<file path="src/rtl/cpa_slice_sequencer_if.sv">
// Request/response bundle for the sliced wide adder.
// Optional port sub exists only when CPA_SEQ_SUB_EN is defined.
interface cpa_slice_sequencer_if #(
    parameter int unsigned WIDTH = 32
);
    logic             in_valid;
    logic             in_ready;
    logic [WIDTH-1:0] a;
    logic [WIDTH-1:0] b;
    logic             cin;
`ifdef CPA_SEQ_SUB_EN
    logic             sub;
`endif
    logic             out_valid;
    logic             out_ready;
    logic [WIDTH-1:0] sum;
    logic             cout;
    logic             busy;

    modport master (
`ifdef CPA_SEQ_SUB_EN
        output sub,
`endif
        output in_valid, a, b, cin, out_ready,
        input  in_ready, out_valid, sum, cout, busy
    );

    modport slave (
`ifdef CPA_SEQ_SUB_EN
        input  sub,
`endif
        input  in_valid, a, b, cin, out_ready,
        output in_ready, out_valid, sum, cout, busy
    );
endinterface

</file>
<file path="src/rtl/cpa_slice_sequencer.sv">
// Multi-cycle WIDTH-bit adder reusing one 8-bit Sklansky CPA, LS slice first.
// Define CPA_SEQ_SUB_EN to add the sub input (a - b, cout=1 means no borrow).
module cpa_slice_sequencer #(
    parameter int unsigned WIDTH = 32
) (
    input logic                  clk,
    input logic                  rst,
    cpa_slice_sequencer_if.slave bus
);
    localparam int unsigned SLICES = WIDTH / 8;
    localparam int unsigned IDX_W  = (SLICES > 1) ? $clog2(SLICES) : 1;

    generate
        if ((WIDTH % 8) != 0 || WIDTH < 8) begin : g_bad_width
            $error("cpa_slice_sequencer: WIDTH must be a multiple of 8 and >= 8");
        end
    endgenerate

    typedef enum logic [1:0] {IDLE, RUN, DONE} state_t;

    state_t             state_q, state_n;
    logic [WIDTH-1:0]   a_q, a_n;
    logic [WIDTH-1:0]   b_q, b_n;
    logic [WIDTH-1:0]   sum_q, sum_n;
    logic [IDX_W-1:0]   idx_q, idx_n;
    logic               carry_q, carry_n;
    logic               cout_q, cout_n;
    logic               in_ready_q, in_ready_n;
    logic               out_valid_q, out_valid_n;
    logic               busy_q, busy_n;

    logic [7:0]         cpa_a, cpa_b, cpa_sum;
    logic               cpa_cout;
    logic [7:0]         slice_sum;
    logic               slice_cout;

    // Shared 8-bit Sklansky prefix CPA (no carry-in)
    always_comb begin
        logic [7:0] g, p, p0;
        p0 = cpa_a ^ cpa_b;
        g  = cpa_a & cpa_b;
        p  = p0;
        for (int lvl = 0; lvl < 3; lvl++) begin
            for (int i = 0; i < 8; i++) begin
                if (((i >> lvl) & 1) == 1) begin
                    g[i] = g[i] | (p[i] & g[((i >> lvl) << lvl) - 1]);
                    p[i] = p[i] & p[((i >> lvl) << lvl) - 1];
                end
            end
        end
        cpa_sum  = p0 ^ {g[6:0], 1'b0};
        cpa_cout = g[7];
    end

    // Slice select and carry injection through a local incrementer
    always_comb begin
        cpa_a      = a_q[8*idx_q +: 8];
        cpa_b      = b_q[8*idx_q +: 8];
        slice_sum  = cpa_sum + 8'(carry_q);
        slice_cout = cpa_cout | ((&cpa_sum) & carry_q);
    end

    always_ff @(posedge clk) begin
        if (rst) begin
            state_q     <= IDLE;
            a_q         <= '0;
            b_q         <= '0;
            sum_q       <= '0;
            idx_q       <= '0;
            carry_q     <= 1'b0;
            cout_q      <= 1'b0;
            in_ready_q  <= 1'b1;
            out_valid_q <= 1'b0;
            busy_q      <= 1'b0;
        end else begin
            state_q     <= state_n;
            a_q         <= a_n;
            b_q         <= b_n;
            sum_q       <= sum_n;
            idx_q       <= idx_n;
            carry_q     <= carry_n;
            cout_q      <= cout_n;
            in_ready_q  <= in_ready_n;
            out_valid_q <= out_valid_n;
            busy_q      <= busy_n;
        end
    end

    always_comb begin
        state_n     = state_q;
        a_n         = a_q;
        b_n         = b_q;
        sum_n       = sum_q;
        idx_n       = idx_q;
        carry_n     = carry_q;
        cout_n      = cout_q;
        in_ready_n  = in_ready_q;
        out_valid_n = out_valid_q;
        busy_n      = busy_q;
        unique case (state_q)
            IDLE: begin
                if (bus.in_valid) begin
                    a_n        = bus.a;
                    idx_n      = '0;
`ifdef CPA_SEQ_SUB_EN
                    b_n        = bus.sub ? ~bus.b : bus.b;
                    carry_n    = bus.sub ? 1'b1 : bus.cin;
`else
                    b_n        = bus.b;
                    carry_n    = bus.cin;
`endif
                    state_n    = RUN;
                    in_ready_n = 1'b0;
                    busy_n     = 1'b1;
                end
            end
            RUN: begin
                sum_n[8*idx_q +: 8] = slice_sum;
                carry_n             = slice_cout;
                idx_n               = idx_q + IDX_W'(1);
                if (idx_q == IDX_W'(SLICES - 1)) begin
                    cout_n      = slice_cout;
                    idx_n       = '0;
                    state_n     = DONE;
                    busy_n      = 1'b0;
                    out_valid_n = 1'b1;
                end
            end
            DONE: begin
                if (bus.out_ready) begin
                    state_n     = IDLE;
                    out_valid_n = 1'b0;
                    in_ready_n  = 1'b1;
                end
            end
            default: begin
                state_n     = IDLE;
                in_ready_n  = 1'b1;
                out_valid_n = 1'b0;
                busy_n      = 1'b0;
            end
        endcase
    end

    assign bus.in_ready  = in_ready_q;
    assign bus.out_valid = out_valid_q;
    assign bus.busy      = busy_q;
    assign bus.sum       = sum_q;
    assign bus.cout      = cout_q;
endmodule

</file>
<file path="src/flat_wrapper.sv">
// flat-port wrapper written by rule: the top's interface ports become plain ports
module cpa_slice_sequencer_flat 
#(
    parameter int unsigned WIDTH = 32
)
  (clk, rst, bus_in_valid, bus_a, bus_b, bus_cin, bus_out_ready, bus_in_ready, bus_out_valid, bus_sum, bus_cout, bus_busy);
  cpa_slice_sequencer_if #(.WIDTH(WIDTH)) bus_i ();
  input logic clk;
  input logic rst;
  input wire logic [$bits(bus_i.in_valid)-1:0] bus_in_valid;
  input wire logic [$bits(bus_i.a)-1:0] bus_a;
  input wire logic [$bits(bus_i.b)-1:0] bus_b;
  input wire logic [$bits(bus_i.cin)-1:0] bus_cin;
  input wire logic [$bits(bus_i.out_ready)-1:0] bus_out_ready;
  output wire logic [$bits(bus_i.in_ready)-1:0] bus_in_ready;
  output wire logic [$bits(bus_i.out_valid)-1:0] bus_out_valid;
  output wire logic [$bits(bus_i.sum)-1:0] bus_sum;
  output wire logic [$bits(bus_i.cout)-1:0] bus_cout;
  output wire logic [$bits(bus_i.busy)-1:0] bus_busy;
  assign bus_i.in_valid = bus_in_valid;
  assign bus_i.a = bus_a;
  assign bus_i.b = bus_b;
  assign bus_i.cin = bus_cin;
  assign bus_i.out_ready = bus_out_ready;
  assign bus_in_ready = bus_i.in_ready;
  assign bus_out_valid = bus_i.out_valid;
  assign bus_sum = bus_i.sum;
  assign bus_cout = bus_i.cout;
  assign bus_busy = bus_i.busy;
  cpa_slice_sequencer #(.WIDTH(WIDTH)) u_core (.clk(clk), .rst(rst), .bus(bus_i));
endmodule
</file>
<file path="config.mk">
export PLATFORM = sky130hd
export DESIGN_NAME = cpa_slice_sequencer_flat
export DESIGN_NICKNAME = d
export VERILOG_FILES = /design/src/rtl/cpa_slice_sequencer_if.sv /design/src/rtl/cpa_slice_sequencer.sv /design/src/flat_wrapper.sv
export SDC_FILE = /design/constraint.sdc
export NUM_CORES = 1
export LEC_CHECK = 0
export ABC_CLOCK_PERIOD_IN_PS = 5310
export BUFFER_PORTS_ARGS = -buffer_cell sky130_fd_sc_hd__clkbuf_2
export CELL_PAD_IN_SITES_DETAIL_PLACEMENT = 0
export CELL_PAD_IN_SITES_GLOBAL_PLACEMENT = 1
export CORE_MARGIN = 5
export CORE_UTILIZATION = 40
export DETAILED_ROUTE_END_ITERATION = 7
export PLACE_DENSITY_LB_ADDON = 0.25
export SLEW_MARGIN = 20
export SYNTH_ARGS = -nofsm -noshare
export SYNTH_HDL_FRONTEND = slang
export SYNTH_SLANG_ARGS = --single-unit
</file>
<file path="constraint.sdc">
create_clock -name clk -period 5.31 [get_ports clk]
set_input_delay 0.531 -clock clk [delete_from_list [all_inputs] [get_ports clk]]
set_output_delay 0.531 -clock clk [all_outputs]
set_load 0.02 [all_outputs]
</file>
* Word-level counts from Yosys, hierarchy flattened
Index checks and enable logic that the tools add are counted.
** Storage, ports and cells
- Flip-flop bits (word level) :: 105
- Input port bits :: 69
- Output and inout bits :: 36
- Logic and storage cells :: 89
** Cells by class
- Add/sub/neg operators :: 3
- Eq/ne operators :: 6
- Shift-type cells :: 4
- Muxes and demuxes :: 19
- Bitwise logic cells :: 37
- Reduce and logical (&&, ||, !) cells :: 10
** Operators with widths (number)
- variable part select 32 x 6 -> 8 bit :: 2
- negator 5 -> 34 bit :: 1
- variable shift 8 x 34 -> 32 bit, first input constant :: 1
- variable part select 8 x 34 -> 32 bit :: 1
- bitwise mux 32 bit :: 1
- bitwise AND 1 bit :: 18
- XOR 8 bit :: 2
- bitwise OR 1 bit :: 13
- AND reduction 3 bit :: 4
- two-way mux 2 bit :: 5
- case mux 1 bit (3 select lines) :: 3
- adder 8 x 1 -> 8 bit :: 1
- bitwise AND 8 bit :: 1
- AND reduction 8 bit :: 1
- two-way mux 1 bit :: 7
- case mux 2 bit (3 select lines) :: 1
- AND reduction 2 bit :: 3
- == test 2 bit, second input constant :: 2
- inequality test 2 bit, second input constant :: 2
- case mux 2 bit (2 select lines) :: 1
- inverter 1 bit :: 3
- adder 2 x 1 -> 2 bit, second input constant :: 1
- == test 2 x 1 -> 1 bit, second input constant :: 1
- zero test 2 bit :: 1
- 3 further kinds :: 3

* Longest topological paths before layout
Gate-level depths: netlist of the first run.
- Depth after elaboration :: 13
- Depth in mapped cells :: 15
- Depth with buffers taken out :: 14

* Worst setup path after synthesis of the first run
No wires, ideal clock.
- Path kind :: reg2reg
- Start point :: register u_core.idx_q[0]
- End point :: register u_core.sum_q[23] (netlist: u_core.bus.sum[23])
- Setup time :: 84 ps
- Data arrival time :: 3632 ps
- Required time :: 5226 ps
- Path slack :: 1594 ps
- Cell stages (with the launch flop) :: 15
- Buffers on the path :: 1
- Period minus slack after synthesis :: 3716 ps
- Cell sequence :: dfxtp_1 -> buf_2 -> mux4_2 -> ha_1 -> inv_1 -> fa_1 -> nand2b_1 -> nand2b_1 -> a21oi_1 -> fa_1 -> nor4_4 -> nand2_1 -> nor3_2 -> xnor3_2 -> o31ai_2
** Between the ends
- Longest elaborated chain between the ends :: 12
- Elaborated cells on any way between the ends :: 31
- Those cells by class :: add/sub (2); shift (4); mux (1); bitwise (24)
** Ends and longest elaborated chain
- start, declared :: RTL line cpa_slice_sequencer.sv:25 : logic [IDX_W-1:0] idx_q, idx_n;
- start signal, assigned :: RTL line cpa_slice_sequencer.sv:80 : idx_q <= idx_n;
- variable part select 32 x 6 -> 8 bit, on equally long branches :: RTL line cpa_slice_sequencer.sv:57, cpa_slice_sequencer.sv:58
- XOR 8 bit / bitwise AND 8 bit (equally long branches) :: RTL line cpa_slice_sequencer.sv:40, cpa_slice_sequencer.sv:41
- bitwise AND 1 bit :: RTL line cpa_slice_sequencer.sv:46 : g[i] = g[i] | (p[i] & g[((i >> lvl) << lvl) - 1]);
- bitwise OR 1 bit :: RTL line cpa_slice_sequencer.sv:46
- bitwise AND 1 bit :: RTL line cpa_slice_sequencer.sv:46
- bitwise OR 1 bit :: RTL line cpa_slice_sequencer.sv:46
- bitwise AND 1 bit :: RTL line cpa_slice_sequencer.sv:46
- bitwise OR 1 bit :: RTL line cpa_slice_sequencer.sv:46
- XOR 8 bit :: RTL line cpa_slice_sequencer.sv:51 : cpa_sum = p0 ^ {g[6:0], 1'b0};
- adder 8 x 1 -> 8 bit :: RTL line cpa_slice_sequencer.sv:59 : slice_sum = cpa_sum + 8'(carry_q);
- variable part select 8 x 34 -> 32 bit :: RTL line cpa_slice_sequencer.sv:118 : sum_n[8*idx_q +: 8] = slice_sum;
- bitwise mux 32 bit (*) :: RTL line cpa_slice_sequencer.sv:118
- end signal, assigned :: RTL line cpa_slice_sequencer.sv:79 : sum_q <= sum_n;
- end, declared :: RTL line cpa_slice_sequencer.sv:24 : logic [WIDTH-1:0] sum_q, sum_n;
Mark *: on every way between the ends. The rest lies on a longest branch, timed or not.
A chain may end at the register's enable or synchronous reset.

* Final worst setup path of the first run
Same ends and word-level chain as after synthesis.

==> run metrics, run 1 <==
result of the run=completed; number of cells on the worst hold path=3; starting density of the core=between 40% and 50%; max incr delay on CP=0.71 ns; Total Routing Usage GR=16.9%; clock tree from TritonCTS=done; Startpoint Class=register; WHS Endpoint=u_core.b_q[28]; post-route core utilization=48.8%; count of nets after finishing=approximately 700; power density relative to cell area=323 nW/µm²; overflow left after global routing=0; final-layout fill cell count=~1.1k; worst reg-to-reg setup slack=1.11 ns; row count=39; Buf+Inv Stages, Crit Path=2; number of max-capacitance violations reported=0; Critical Path, Cell by Cell=buf_4, mux4_2, inv_1, fa_1, nand2b_1, nand2b_1, a21oi_1, fa_1, nor4_4, nand2_1, nor3_2, xnor3_2, o31ai_2; antenna diode count=0; transition time at the pin with the least slew margin=~1.1 ns; Chip Height=117 µm; number of buffers on the longest clock path=2; placement-stage cell area=5200 µm²; footprint of the flip-flops and latches=2100 µm²; Hold Buf Count CTS=0; count of different cell masters after synthesis=41; Worst R2R Start=u_core.idx_q[0]; leakage power=2.25 nW; r2r endpoint=u_core.bus.sum[23]; cell class contributing the biggest share of worst-path delay=simple AND/OR/NAND/NOR gates; average wire per cell in the routed design=around 15 µm; I/O pin total=105; Resized cells post-CTS=0; violation count after the first detailed-routing iteration=about 250; via count of the first global-routing pass=3821; final wirelength=between 10000 and 15000 µm; timing-limited maximum frequency=238 MHz; area growth from synthesis to final layout=20.7%; most frequent cell after synthesis=sky130_fd_sc_hd__nand2_1; Final ANT Viol Nets=0; Slew Limit Fails=0; number of CTS-inserted buffers=9; count of placed standard cells in the final layout, fillers left out=758; count of warnings emitted by yosys=0; Period minus WS final=4.20 ns; sequential area share after synthesis=45.9%; Post-CTS Setup Bufs=0; relative max-transition margin=around 29%; Post-Layout Inst Area=5530 µm²; depth of the worst register-to-register path=13; average instance area after synthesis=8.76 µm²; slowest library cell on the worst path=sky130_fd_sc_hd__dfxtp_1; top cells by area, synth=sky130_fd_sc_hd__dfxtp_1 (46%), sky130_fd_sc_hd__nand2_1 (11%), sky130_fd_sc_hd__mux4_2 (7.9%); Skew-Pair Late Insertion Delay=around 0.34 ns; Worst-path clk slew=about 0.070 ns; synthesized cell area=4580 µm²; root buffer cell=sky130_fd_sc_hd__clkbuf_16; Post-Syn Nets=610; async set-or-reset flop fraction in the synthesized netlist=0%; final total negative setup slack=0 ns; setup-violating endpoint count in the final report=0; leading cell types by count after synthesis=sky130_fd_sc_hd__nand2_1 (140), sky130_fd_sc_hd__dfxtp_1 (105), sky130_fd_sc_hd__a21oi_1 (71), sky130_fd_sc_hd__nor2_1 (39), sky130_fd_sc_hd__a22oi_1 (27); number of H-tree branching levels=3; Critical Setup Path Class=reg2reg; final hold violations=0; Detail Placement HPWL=8340 µm; top_reg_cell synth=sky130_fd_sc_hd__dfxtp_1; fraction of layout cells with a size suffix above 1=about a quarter; required time reported for the critical path endpoint=5.56 ns; horizontal extent of the die=117 µm; unrepaired setup endpoints after global routing=false; number of search-and-repair iterations in the first detailed-routing pass=4; Period Utilization, post-route=79.0%; Hold Slack=0.406 ns; antenna violations before repair=0; sinks on the clock net=105; Die ar.=13700 µm²; number of synthesized flops with an enable pin=0; data arrival time of the critical path=between 4 and 5 ns; kind of end point of the critical path=register; type of the worst min-delay path=in2reg; area share of the leading cell type in the synthesized netlist=45.9%; DRC errors left=0; final estimated routing congestion in global placement=0.753; number of instances in the placed design=742; Hold Crit Start=bus_b[28]; area of the core=~11000 µm²; register bit count reported by yosys=105; I/O Buffers=approximately 100; pin count of the biggest net entering global routing=around 100; Final Skew=0.00904 ns; first-pass GRT wire length=18400 µm; most area-hungry cell type in the Yosys netlist=sky130_fd_sc_hd__dfxtp_1; multi-input gate area in the final layout=2320 µm²; number of vias per cell after detailed routing=around 5; post-synthesis instance total=523; Via Count=~3.8k; IR drop worst, VDD=0.174 mV; highest fanout seen on the critical path=14
[through the flow]
stage | setup slack, ns | power (mW)
floorplan | 1.59 | 1.01
detailed placement | 1.12 | 1.08
global route | 0.764 | 1.87
CTS | 1.07 | 1.81
global placement | 1.30 | 1.08
finish | 1.11 | 1.78
[tightest hold or removal path: stages]
cell,delay (ns)
sky130_fd_sc_hd__clkbuf_2,0.08
sky130_fd_sc_hd__nand2_1,0.04
sky130_fd_sc_hd__a21oi_1,0.05
[area by class of cell]
cell class	count	share of cell area, %
inverter	13	0.883
clock inverter	6	1.63
multi-input combinational	373	41.9
tap	143	3.24
sequential	105	38.0
clock buffer	10	4.32
timing repair buffer	108	10.0
[power by group]
part           leakage, nW  internal, mW  switching, mW
logic                 1.23        0.0885          0.130
registers            0.857         0.821         0.0238
clock network        0.159         0.428          0.293
total                 2.25          1.34          0.447
[state kept, by name, indices dropped and copies added (netlist names), 2 cells and up]
name            flops
u_core.a_q         32
u_core.b_q         32
u_core.bus.sum     32
u_core.idx_q        2
u_core.state_q      2
[per-layer routing]
| metal | GRT usage (%) | routed length (µm) | vias up |
|---|---|---|---|
| li1 | - | - | 1958 |
| met1 | 22.1 | 5070 | 1796 |
| met2 | 29.0 | 5590 | 72 |
| met3 | 4.22 | 560 | 6 |
| met4 | 2.52 | 74 | 0 |
| met5 | 0 | 0 | - |
[cell families after synthesis]
kind of cell | after synthesis | synth area share (%)
muxes | 17 | 8.09
DFF | 105 | 45.9
AOI/OAI and AO/OA | 117 | 15.4
buffers and inverters | 45 | 3.83
xor gates and xnor gates | 8 | 1.86
and+or+nand+nor | 213 | 19.6
adders and majority gates | 18 | 5.41
[cell usage in the layout, fill, tap and decap left out, types with 5 or more instances in the layout]
cell type	synthesis	final
sky130_fd_sc_hd__clkbuf_2	0	103
sky130_fd_sc_hd__nor2_1	39	39
sky130_fd_sc_hd__ha_1	15	15
sky130_fd_sc_hd__nand3_1	8	8
sky130_fd_sc_hd__xor2_1	5	5
sky130_fd_sc_hd__nor3_1	5	5
sky130_fd_sc_hd__a22oi_1	27	27
sky130_fd_sc_hd__clkbuf_16	0	9
sky130_fd_sc_hd__o21ai_0	6	6
sky130_fd_sc_hd__inv_1	13	13
sky130_fd_sc_hd__mux4_2	16	16
sky130_fd_sc_hd__buf_4	1	5
sky130_fd_sc_hd__dfxtp_1	105	105
sky130_fd_sc_hd__a21oi_1	71	71
sky130_fd_sc_hd__nand2_1	140	140
[worst max path at each step]
stage,from,end,slack [ns],cells after the start
floorplan,u_core.idx_q[0],u_core.bus.sum[23],1.59,14
global placement,u_core.idx_q[0],u_core.bus.sum[23],1.30,12
detailed placement,u_core.idx_q[0],u_core.bus.sum[23],1.12,13
CTS,u_core.idx_q[0],u_core.bus.sum[23],1.07,13
global route,u_core.idx_q[0],u_core.bus.sum[23],0.76,13
finish,u_core.idx_q[0],u_core.bus.sum[23],1.11,13
Note: power is estimated with default switching activity, not from simulation.
==> run 2, diff against run 1 <==
- ABC_CLOCK_PERIOD_IN_PS: 5310 -> 3600
- CORE_UTILIZATION: 40 -> 36
- clock period: 5.31 -> 3.6 ns (I/O delays scaled with it)
==> run 2 against run 1 <==
Total power up 46%. Final cell count up 5.1%. Wire length up 3.1%. Via count up 0.99%. Clock power up 41%. Core utilization down 3.8 points. Global-route usage down 0.92 points.
==> run metrics, run 2 (synthesis results as in run 1) <==
result of the run=completed; row count=41 (+5.1%); Period Utilization, post-route=95.2% (+16 points); type of the worst min-delay path=in2reg; relative max-transition margin=46.8% (+18 points); Final Skew=0.00760 ns (-0.00144 ns); required time reported for the critical path endpoint=3.86 ns (-1.70 ns); total power=2.61 mW (+46%); starting density of the core=36.4% (-4.0 points); Critical Setup Path Class=reg2reg; leakage power=2.30 nW (+2.3%); pin count of the biggest net entering global routing=66 (-37%); Period minus WS final=3.43 ns (-0.768 ns); overflow left after global routing=0 (unchanged); number of instances in the placed design=779 (+5.0%); footprint of the flip-flops and latches=2100 µm² (+0.12%); Hold Buf Count CTS=0 (unchanged); post-route core utilization=45.0% (-3.8 points); number of H-tree branching levels=3 (unchanged); Via Count=3870 (+0.99%); violation count after the first detailed-routing iteration=206 (-17%); clock tree from TritonCTS=done; Final ANT Viol Nets=0 (unchanged); final-layout fill cell count=1255 (+11%); timing-limited maximum frequency=292 MHz (+22%); kind of end point of the critical path=register; count of placed standard cells in the final layout, fillers left out=797 (+5.1%); number of max-capacitance violations reported=0 (unchanged); average wire per cell in the routed design=14.6 µm (-2.0%); final wirelength=11700 µm (+3.1%); number of CTS-inserted buffers=9 (unchanged); number of buffers on the longest clock path=2 (unchanged); count of nets after finishing=707 (+1.4%); highest fanout seen on the critical path=5 (-9); root buffer cell=sky130_fd_sc_hd__clkbuf_16; final hold violations=0 (unchanged); number of search-and-repair iterations in the first detailed-routing pass=5 (+1); M1 GR Usage=20.9% (-1.2 points); transition time at the pin with the least slew margin=0.792 ns (-0.272 ns); DRC errors left=0 (unchanged); met3 track demand over resource in global routing=3.64% (-0.58 points); Post-Place Setup Slack=-0.0607 ns (-1.19 ns); leading cell type in the layout, fill and taps excluded=sky130_fd_sc_hd__nand2_1; Chip Height=123 µm (+4.9%); Hold Slack=0.238 ns (-0.169 ns); antenna violations before repair=0 (unchanged); via count of the first global-routing pass=3945 (+3.2%); setup-violating endpoint count in the final report=0 (unchanged); placement-stage cell area=5300 µm² (+1.9%); area of the core=12600 µm² (+11%); I/O Buffers=104 (unchanged); horizontal extent of the die=123 µm (+4.9%); Post-Layout Inst Area=5660 µm² (+2.4%); most crowded layer after global routing=met2; multi-input gate area in the final layout=2340 µm² (+1.2%); Detail Placement HPWL=8730 µm (+4.6%); final estimated routing congestion in global placement=0.826 (+9.7%); Skew-Pair Late Insertion Delay=0.34 ns (about the same); power density relative to cell area=462 nW/µm² (+43%); Startpoint Class=register; least setup slack across all paths after layout=0.171 ns (-0.942 ns); area growth from synthesis to final layout=23.6%; IR drop worst, VDD=0.254 mV (+46%); I/O pin total=105 (unchanged); met2 capacity usage during global routing=26.8% (-2.2 points); Die ar.=15100 µm² (+10%); first-pass GRT wire length=19100 µm (+3.7%); antenna diode count=0 (unchanged); sinks on the clock net=105 (unchanged); Worst-path clk slew=0.07 ns (about the same); fraction of layout cells with a size suffix above 1=26.9% (+2.2 points); Total Routing Usage GR=16.0% (-0.92 points); number of vias per cell after detailed routing=4.86 (-4.0%); final total negative setup slack=0 ns (unchanged); Slew Limit Fails=0 (unchanged); commonest cells after routing, fill and taps aside=sky130_fd_sc_hd__nand2_1 (140), sky130_fd_sc_hd__clkbuf_2 (103), sky130_fd_sc_hd__dfxtp_1 (103), sky130_fd_sc_hd__a21oi_1 (70), sky130_fd_sc_hd__nor2_1 (39); data arrival time of the critical path=3.69 ns (-0.76 ns)
==> run 2: changes by cell type in the layout (fill, tap and decap cells not counted), moves of 2 or more <==
cell                       change
sky130_fd_sc_hd__buf_4        +10
sky130_fd_sc_hd__clkbuf_8      +2
sky130_fd_sc_hd__dfxtp_1       -2
sky130_fd_sc_hd__dfxtp_2       +2
sky130_fd_sc_hd__fa_1          -2
sky130_fd_sc_hd__fa_2          +2
==> run 2: worst max-delay path, cell delays in order, from the launching register on <==
cell and delay, ns:
sky130_fd_sc_hd__dfxtp_2 0.39, sky130_fd_sc_hd__buf_4 0.17, sky130_fd_sc_hd__mux4_2 0.52, sky130_fd_sc_hd__ha_1 0.29, sky130_fd_sc_hd__nand2b_1 0.07, sky130_fd_sc_hd__nand2b_1 0.09
sky130_fd_sc_hd__a21oi_2 0.07, sky130_fd_sc_hd__fa_2 0.38, sky130_fd_sc_hd__xor2_2 0.18, sky130_fd_sc_hd__nor4_4 0.31, sky130_fd_sc_hd__nand2_1 0.12, sky130_fd_sc_hd__nor3_2 0.20
sky130_fd_sc_hd__xnor3_2 0.33, sky130_fd_sc_hd__o31ai_2 0.22
==> run 2: worst paths after layout <==
kind | slack [ns] | cells past startpoint | start | to
worst max-delay path | 0.17 | 13 | u_core.idx_q[0] | u_core.bus.sum[7]
worst min-delay path | 0.24 | 3 | bus_a[12] | u_core.a_q[12]
worst max register to register | 0.17 | 13 | u_core.idx_q[0] | u_core.bus.sum[7]
worst min register to register | 0.45 | 2 | u_core.bus.out_valid | u_core.bus.out_valid
==> run 2: cell type report <==
class | instances | area share, %
clock buffer | 13 | 4.78
clock inverter | 3 | 0.840
inverter | 13 | 0.862
multi-input combinational | 373 | 41.4
sequential | 105 | 37.2
tap | 172 | 3.80
timing repair buffer | 118 | 11.1
==> run 2: per-layer routing <==
layer  share of wire, %  wire (µm)
met5                  0          0
met4               0.85         99
met3                4.3        505
met2                 49       5750
met1                 45       5300
==> run 2: power by group <==
group	internal (mW)	switching [mW]
sequential	1.21	0.0317
combinational	0.142	0.203
clock	0.600	0.425
==> run 2: timing repair <==
| item | 4_1_cts | 5_1_grt |
|---|---|---|
| gates resized for setup | 1 | 7 |
| pin swaps | 1 | 5 |
| setup buffers | 0 | 2 |
| setup endpoints to repair | 4 | 6 |
==> run 3, diff against run 2 <==
- CORE_MARGIN: 5 -> 2
==> run 3 against run 2 <==
Via count fell by 0.13%. Wire length is 3.8% lower. Non-clock buffer count grew 1.
==> run metrics, run 3 (synthesis results as in run 1) <==
Startpoint Class=register; unrepaired setup endpoints after global routing=false; average wire per cell in the routed design=14.0 µm (-3.9%); area growth from synthesis to final layout=23.5% (about the same); I/O pin total=105 (unchanged); number of H-tree branching levels=3 (unchanged); total power=2.59 mW (-1.0%); least setup slack across all paths after layout=0.192 ns (+0.0206 ns); pin count of the biggest net entering global routing=65 (-1.5%); relative max-transition margin=44.7% (-2.1 points); count of nets after finishing=708 (+0.14%); number of max-capacitance violations reported=0 (unchanged); horizontal extent of the die=117 µm (-4.9%); required time reported for the critical path endpoint=3.86 ns (about the same); Detail Placement HPWL=8440 µm (-3.4%); final wirelength=11200 µm (-3.8%); Hold Buf Count CTS=0 (unchanged); Worst-path clk slew=0.07 ns (about the same); violation count after the first detailed-routing iteration=182 (-12%); IR drop worst, VDD=0.203 mV (-20%); first-pass GRT wire length=18000 µm (-5.7%); via count of the first global-routing pass=3742 (-5.1%); antenna diode count=0 (unchanged); leakage power=2.31 nW (+0.40%); final total negative setup slack=0 ns (unchanged); Critical Setup Path Class=reg2reg; transition time at the pin with the least slew margin=0.827 ns (+0.0358 ns); setup-violating endpoint count in the final report=0 (unchanged); data arrival time of the critical path=3.67 ns (-0.02 ns); Final Skew=0.0103 ns (+0.00270 ns); Period minus WS final=3.41 ns (-0.0206 ns); Post-Place Setup Slack=-0.0350 ns (+0.0257 ns); number of buffers on the longest clock path=2 (unchanged); starting density of the core=36.6% (+0.15 points); sinks on the clock net=105 (unchanged); clock tree from TritonCTS=done; final estimated routing congestion in global placement=0.804 (-2.7%); fraction of layout cells with a size suffix above 1=27.2% (+0.28 points); timing-limited maximum frequency=293 MHz (+0.60%); root buffer cell=sky130_fd_sc_hd__clkbuf_16; I/O Buffers=104 (unchanged); overflow left after global routing=0 (unchanged); number of CTS-inserted buffers=9 (unchanged); Period Utilization, post-route=94.7% (-0.57 points); result of the run=completed; Die ar.=13600 µm² (-9.5%); slowest library cell on the worst path=sky130_fd_sc_hd__mux4_2; Chip Height=117 µm (-4.9%); final-layout fill cell count=1331 (+6.1%); Critical Path, Cell by Cell=buf_6, mux4_2, ha_1, nand2b_4, nand2b_1, a21oi_1, fa_2, xor2_2, nor4_4, nand2_1, nor3_2, xnor3_2, o31ai_2; antenna violations before repair=0 (unchanged); number of search-and-repair iterations in the first detailed-routing pass=4 (-1); Post-CTS Setup Bufs=0 (unchanged); Via Count=3865 (-0.13%); row count=41 (unchanged); leading cell type in the layout, fill and taps excluded=sky130_fd_sc_hd__nand2_1; Skew-Pair Late Insertion Delay=0.34 ns (about the same); highest fanout seen on the critical path=7 (+2); Buf+Inv Stages, Crit Path=1 (unchanged); max incr delay on CP=0.53 ns (about the same); Total Routing Usage GR=16.9% (+0.94 points); final hold violations=0 (unchanged); kind of end point of the critical path=register; cell class contributing the biggest share of worst-path delay=adder cells; Slew Limit Fails=0 (unchanged); commonest cells after routing, fill and taps aside=sky130_fd_sc_hd__nand2_1 (140), sky130_fd_sc_hd__clkbuf_2 (103), sky130_fd_sc_hd__dfxtp_1 (103), sky130_fd_sc_hd__a21oi_1 (71), sky130_fd_sc_hd__nor2_1 (39); area of the core=12500 µm² (-0.41%); Final ANT Viol Nets=0 (unchanged); DRC errors left=0 (unchanged); power density relative to cell area=457 nW/µm² (-0.91%); type of the worst min-delay path=in2reg; number of vias per cell after detailed routing=4.84 (-0.25%)
-- run 3: cell count changes in the layout (fill, tap and decap cells not counted), moves of 2 or more --
cell	previous run	this run
sky130_fd_sc_hd__clkbuf_8	3	1
sky130_fd_sc_hd__clkinv_2	0	2
sky130_fd_sc_hd__clkinv_4	2	0
sky130_fd_sc_hd__inv_6	0	2
-- run 3: cell type report --
class	instances	area [µm²]	area share, %
Clock buffer	10	239	4.23
Clock inverter	6	65.1	1.15
Inverter	13	48.8	0.863
Multi-Input combinational cell	373	2340	41.4
Sequential cell	105	2100	37.2
Tap cell	172	215	3.81
Timing Repair Buffer	119	639	11.3
-- run 3: final timing paths --
path | startpoint | end | slack (ns) | depth (start not counted)
worst max-delay path | u_core.idx_q[0] | u_core.bus.sum[7] | 0.19 | 13
worst min-delay path | bus_a[21] | u_core.a_q[21] | 0.24 | 3
worst max register to register | u_core.idx_q[0] | u_core.bus.sum[7] | 0.19 | 13
worst min register to register | u_core.bus.out_valid | u_core.bus.out_valid | 0.45 | 2
-- run 3: report_power, final --
group          total [mW]  switching, mW  internal (mW)
clock network       0.995          0.434          0.561
logic               0.347          0.201          0.146
registers            1.24         0.0332           1.21
total                2.59          0.668           1.92
-- run 3: per-layer routing --
layer / global-route usage (%) / routed length [µm]
met2: 30.3 / 5480
met4: 3.76 / 78
met5: 0 / 0
met1: 21.0 / 5120
met3: 3.55 / 529
-- run 3: repair_timing --
item | 4_1_cts | 5_1_grt
pin swaps | 1 | 1
setup endpoints to repair | 5 | 6
resized for setup | 2 | 6
-- run 3: stage by stage --
stage | hold slack (ns) | area (µm²) | utilization [%] | cells
6_report | 0.240 | 5650 | 45.2 | 798
5_1_grt | 0.237 | 5650 | 45.2 | 798
4_1_cts | 0.230 | 5630 | 44.9 | 798
3_5_place_dp | 0.448 | 5320 | 42.5 | 782
3_3_place_gp | 0.445 | 5310 | 42.5 | 782
2_1_floorplan | 0.433 | 4590 | - | 523
-- run 3: tightest hold or removal path, stage by stage --
cell and delay, ns:
sky130_fd_sc_hd__clkbuf_2 0.08, sky130_fd_sc_hd__nand2_1 0.05, sky130_fd_sc_hd__a21oi_1 0.05
